## src/rtl/mw_add_seq.sv

```systemverilog
// mw_add_seq: multi-word add/subtract sequencer for an external WIDTH-bit
// combinational adder. Operand words arrive LS word first; the adder's
// carry-out is chained into the next word's carry-in. Each sum word is
// registered behind a valid/ready output stage, one word per cycle.
//
// Ports
//   clk, rst            clock; synchronous active-high reset
//   in_valid/in_ready   operand word handshake
//   in_a, in_b          operand words
//   in_last             most significant word of the operand
//   in_sub, in_cin      op select and carry-in, sampled on the first word only
//   add_x1/x2/cin       drive to the adder
//   add_s, add_cout     adder result
//   out_valid/out_ready result word handshake
//   out_sum, out_cout   result word and its carry-out
//   out_last            final word of the operation
//   out_ovf             signed overflow (meaningful with out_last)
//   out_trunc           operation closed at MAX_WORDS without in_last
//   out_words           word count within the operation, including this one
module mw_add_seq #(
    parameter int  WIDTH     = 32,
    parameter int  MAX_WORDS = 16,
    localparam int CNT_W     = $clog2(MAX_WORDS + 1)
) (
    input  logic             clk,
    input  logic             rst,
    input  logic             in_valid,
    output logic             in_ready,
    input  logic [WIDTH-1:0] in_a,
    input  logic [WIDTH-1:0] in_b,
    input  logic             in_last,
    input  logic             in_sub,
    input  logic             in_cin,
    output logic [WIDTH-1:0] add_x1,
    output logic [WIDTH-1:0] add_x2,
    output logic             add_cin,
    input  logic [WIDTH-1:0] add_s,
    input  logic             add_cout,
    output logic             out_valid,
    input  logic             out_ready,
    output logic [WIDTH-1:0] out_sum,
    output logic             out_last,
    output logic             out_cout,
    output logic             out_ovf,
    output logic             out_trunc,
    output logic [CNT_W-1:0] out_words
);

    typedef enum logic {FIRST, CHAIN} state_t;

    state_t             state_q,     state_d;
    logic               carry_q,     carry_d;
    logic               sub_q,       sub_d;
    logic [CNT_W-1:0]   cnt_q,       cnt_d;
    logic               out_valid_q, out_valid_d;
    logic [WIDTH-1:0]   out_sum_q,   out_sum_d;
    logic               out_last_q,  out_last_d;
    logic               out_cout_q,  out_cout_d;
    logic               out_ovf_q,   out_ovf_d;
    logic               out_trunc_q, out_trunc_d;
    logic [CNT_W-1:0]   out_words_q, out_words_d;

    logic               accept;
    logic               is_first;
    logic               sub_sel;
    logic               close;
    logic [CNT_W-1:0]   cnt_inc;

    // Output register may be refilled in the same cycle it is drained,
    // so a stalled consumer is the only thing that blocks input.
    assign in_ready = ~out_valid_q | out_ready;
    assign accept   = in_valid & in_ready;

    // Op select and carry come from the live inputs on the first word and
    // from the captured state on every following word.
    assign is_first = (state_q == FIRST);
    assign sub_sel  = is_first ? in_sub : sub_q;
    assign add_x1   = in_a;
    assign add_x2   = in_b ^ {WIDTH{sub_sel}};
    assign add_cin  = is_first ? (in_sub | in_cin) : carry_q;

    assign cnt_inc  = cnt_q + CNT_W'(1);
    // Force closure at MAX_WORDS so a missing in_last cannot run the count past its range.
    assign close    = in_last | (cnt_inc == CNT_W'(MAX_WORDS));

    always_comb begin
        state_d     = state_q;
        carry_d     = carry_q;
        sub_d       = sub_q;
        cnt_d       = cnt_q;
        out_valid_d = out_valid_q;
        out_sum_d   = out_sum_q;
        out_last_d  = out_last_q;
        out_cout_d  = out_cout_q;
        out_ovf_d   = out_ovf_q;
        out_trunc_d = out_trunc_q;
        out_words_d = out_words_q;

        if (accept) begin
            out_valid_d = 1'b1;
            out_sum_d   = add_s;
            out_cout_d  = add_cout;
            out_words_d = cnt_inc;
            out_ovf_d   = (in_a[WIDTH-1] == add_x2[WIDTH-1]) &
                          (add_s[WIDTH-1] != in_a[WIDTH-1]);
            out_last_d  = close;
            out_trunc_d = close & ~in_last;
            if (close) begin
                state_d = FIRST;
                cnt_d   = '0;
                carry_d = 1'b0;
            end else begin
                state_d = CHAIN;
                cnt_d   = cnt_inc;
                carry_d = add_cout;
                if (is_first) sub_d = in_sub;
            end
        end else if (out_ready) begin
            out_valid_d = 1'b0;
        end
    end

    always_ff @(posedge clk) begin
        if (rst) begin
            state_q     <= FIRST;
            carry_q     <= 1'b0;
            sub_q       <= 1'b0;
            cnt_q       <= '0;
            out_valid_q <= 1'b0;
            out_sum_q   <= '0;
            out_last_q  <= 1'b0;
            out_cout_q  <= 1'b0;
            out_ovf_q   <= 1'b0;
            out_trunc_q <= 1'b0;
            out_words_q <= '0;
        end else begin
            state_q     <= state_d;
            carry_q     <= carry_d;
            sub_q       <= sub_d;
            cnt_q       <= cnt_d;
            out_valid_q <= out_valid_d;
            out_sum_q   <= out_sum_d;
            out_last_q  <= out_last_d;
            out_cout_q  <= out_cout_d;
            out_ovf_q   <= out_ovf_d;
            out_trunc_q <= out_trunc_d;
            out_words_q <= out_words_d;
        end
    end

    assign out_valid = out_valid_q;
    assign out_sum   = out_sum_q;
    assign out_last  = out_last_q;
    assign out_cout  = out_cout_q;
    assign out_ovf   = out_ovf_q;
    assign out_trunc = out_trunc_q;
    assign out_words = out_words_q;

endmodule

```

## config.mk

```make
export PLATFORM = sky130hd
export DESIGN_NAME = mw_add_seq
export DESIGN_NICKNAME = d
export VERILOG_FILES = /design/src/rtl/mw_add_seq.sv
export SDC_FILE = /design/constraint.sdc
export NUM_CORES = 1
export LEC_CHECK = 0
export ABC_AREA = 1
export ABC_CLOCK_PERIOD_IN_PS = 1200
export CAP_MARGIN = 20
export CORE_UTILIZATION = 29
export DETAILED_ROUTE_END_ITERATION = 12
export PLACE_DENSITY = 0.83
export SLEW_MARGIN = 20
export SYNTH_ARGS = -nofsm -noshare
export SYNTH_HDL_FRONTEND = slang
export SYNTH_SLANG_ARGS = --single-unit
```

## constraint.sdc

```tcl
create_clock -name clk -period 1.2 [get_ports clk]
set_input_delay 0.24 -clock clk [delete_from_list [all_inputs] [get_ports clk]]
set_output_delay 0.24 -clock clk [all_outputs]
set_load 0.005 [all_outputs]
```

==> metrics.txt, run 1 <==
result of the run finished, violations left; violations in the final reports negative setup slack; CTS tree built; worst slew pin tran 0.3455 ns; total DRC errors in the routed layout 0; total detailed-routing wirelength 8151 microns; RSZ-0062 raised after global routing true; pin count of the biggest net entering global routing 39; weighted congestion at the end of routability-driven global placement 0.8296; number of ports placed on the die boundary 212; crit path from state_q; cell count of the worst hold path 5; Worst Clk Skew 0.006722 ns; chip height 94.12 microns; Reg-to-Reg End out_ovf; Post-Syn Nets 422; number of placement rows 33; Starting DRT DRC Count 63; library cell appearing most often on the critical path sky130_fd_sc_hd__nand2_4; WP data arrival 1.50 ns; H-tree Lvls 2; setup slack of the most critical reg-to-reg path -0.30 ns; post-DP HPWL 5684 microns; GRT Resource Usage Total 17.36%; P&R area growth vs syn 86.43%; worst-path cell chain inv_2 > nand2_4 > nand2_4 > buf_6 > buf_16 > buf_8 > xnor2_2 > buf_2; number of global-route vias before repair 2559; startpoint of the most critical hold path out_ready; endpoint kind of the worst setup timing path output pin; number of synthesis warnings 0; worst r2r path cells 12; Avg WL per Cell 14.27 microns; power per cell area 996.0 mW/mm^2; vias per cell 4.609; CTS buffer count 5; global route total overflow 0; average footprint of a synthesized cell 7.764 sq um; type of the tightest min-delay check input port to flop; endpoint of the most critical setup path add_x2[30]; global-route wire length before repair 11830 microns; Syn Std Cell Area 0.002461 sq mm; hold violation total from the final report 0; largest fanout of any net on the critical path 7; effective utilization at floorplan 29.95%; largest buffer count on any clock path 2; number of port buffers 149; count of max-cap constraint violations 0; share of cells above drive strength 1 37.63%; non-filler cells in the finished layout 571; fraction of the cycle the final worst path needs 145.3%; Chip Width 94.12 microns; worst vdd rail ir drop 612.1 uV; antenna violations before repair 1; final setup violation count 35; startpoint of the most critical register-to-register path state_q; tightest slew margin relative to the limit 76.72%; number of nets at the end of the flow 569; post-layout min period 1.744 ns; setup slack after layout -0.5442 ns; Sequential Area 0.001037 sq mm; startpoint kind of the worst setup timing path flop; DR vias 2632; post-synthesis sequential element count 50; crit path max-delay cell type sky130_fd_sc_hd__dfxtp_2; antenna-violating nets left 0; area inside the core boundary 0.008217 sq mm; Total Die Area 0.008859 sq mm; Lkg Pwr 2.068 nW; count of TritonRoute iterations in the first routing pass 4; latest clock arrival within the worst-skew pair 0.30 ns; post-synthesis instance total 317; cell count after placement 546; startpoint-to-endpoint class of the critical path flop to output pin; peak per-stage delay on the critical path 0.36 ns; Clock Sinks 50; CTS root buffer sky130_fd_sc_hd__clkbuf_8; data required time at the worst endpoint 0.96 ns; Filler Cell Count 738; final number of max-transition violations 0; f_max 0.5733 GHz; sequential share of the synthesized area 40.67%; Netlist cell types 23; core utilization of the finished layout 55.84%; most frequent cells in the layout sky130_fd_sc_hd__clkdlybuf4s50_1, sky130_fd_sc_hd__nor2_1, sky130_fd_sc_hd__dlygate4sd2_1, sky130_fd_sc_hd__buf_2, sky130_fd_sc_hd__dfxtp_1; most common cell after layout, fill and taps aside sky130_fd_sc_hd__clkdlybuf4s50_1; combined area of the multi-input logic cells 0.001491 sq mm; clock slew at reported path FFs 0.09 ns
## power by group
group	internal (mW)	leakage [nW]	switching (mW)	total [mW]
Sequential	1.78	0.422	0.0607	1.84
Combinational	0.928	1.59	0.627	1.55
Clock	0.615	0.0579	0.560	1.17
Total	3.32	2.07	1.25	4.57
## metrics by stage
step | setup TNS, ns | hold slack [ns] | power [mW] | cell area, sq um | setup slack (ns)
floorplan | 0 | 0.3091 | 2.412 | 2461 | 0.008746
global placement | -40.83 | 0.4555 | 3.215 | 3984 | -0.8925
detailed placement | -42.74 | 0.4556 | 3.249 | 3984 | -0.9151
CTS | -14.98 | 0.4675 | 4.469 | 4317 | -0.5554
global route | -17.64 | 0.4028 | 4.825 | 4586 | -0.6109
finish | -15.09 | 0.3820 | 4.570 | 4588 | -0.5442
## cells by family (layout without fill, tap and decap cells)
kind of cell / count (synthesis) / count (layout) / synth area share [%]
flops: 50 / 50 / 40.67
compound gates: 55 / 55 / 11.34
buf+inv: 61 / 209 / 15.10
simple gates: 119 / 119 / 21.35
fa+ha+maj: 1 / 1 / 0.5083
other cells: 0 / 1 / 0
xor+xnor: 31 / 31 / 11.03
## cell usage after synthesis, drive strengths merged
master,number,area (sq um)
nor2,72,286.5
dfxtp,50,1001
buf,41,294.0
o21ai,38,190.2
nand2,33,151.4
xnor2,31,271.5
a21oi,16,80.08
inv,13,48.79
nand3,10,62.56
clkbuf,7,28.78
nand4,3,18.77
ha,1,12.51
o22a,1,8.760
or2,1,6.260
## worst min-delay path by stage
stage | to | slack [ns]
2_1_floorplan | out_trunc | 0.31
3_3_place_gp | out_ovf | 0.46
3_5_place_dp | out_ovf | 0.46
4_1_cts | out_ovf | 0.47
5_1_grt | out_valid | 0.40
6_report | out_valid | 0.38
## state kept, by name, summed over array words and instances (netlist names)
name,flops
state_q,1
carry_q,1
cnt_q,5
out_words,5
out_trunc,1
out_last,1
out_cout,1
out_ovf,1
out_sum,32
sub_q,1
out_valid,1
## metal layers
layer  GRT usage (%)  share of wire [%]  wire, microns  vias to the layer above
met5               0                  0              0                        -
met4           7.821                3.2            263                        0
met1           14.81                 31           2541                     1206
li1                -                  -              -                     1270
met2           35.89                 57           4646                      125
met3           5.097                8.6            699                       31
## area by class of cell
class,count,share of cell area (%)
Sequential cell,50,22.61
Antenna cell,1,0.05454
Timing Repair Buffer,188,38.26
Tap cell,105,2.863
Clock inverter,3,0.8726
Inverter,13,1.336
Clock buffer,5,1.500
Multi-Input combinational cell,206,32.51
## timing repair
item	CTS	global route
cloned	3	1
setup endpoints to repair	106	85
pin swaps	5	14
hold buffers	0	0
gates resized for setup	245	74
setup buffers	10	2
## critical path, delay by kind of cell (launching register included)
kind,cells,cell delay (ns)
simple gates,2,0.12
xor+xnor,1,0.12
buf+inv,5,0.58
flops,1,0.36
Power figures use the tool's default switching activity.
==> run 2, diff against run 1 <==
Settings changed: CAP_MARGIN 20 to 10.
==> results of run 2 <==
Final layout, timing and power as in run 1 (identical DEF).
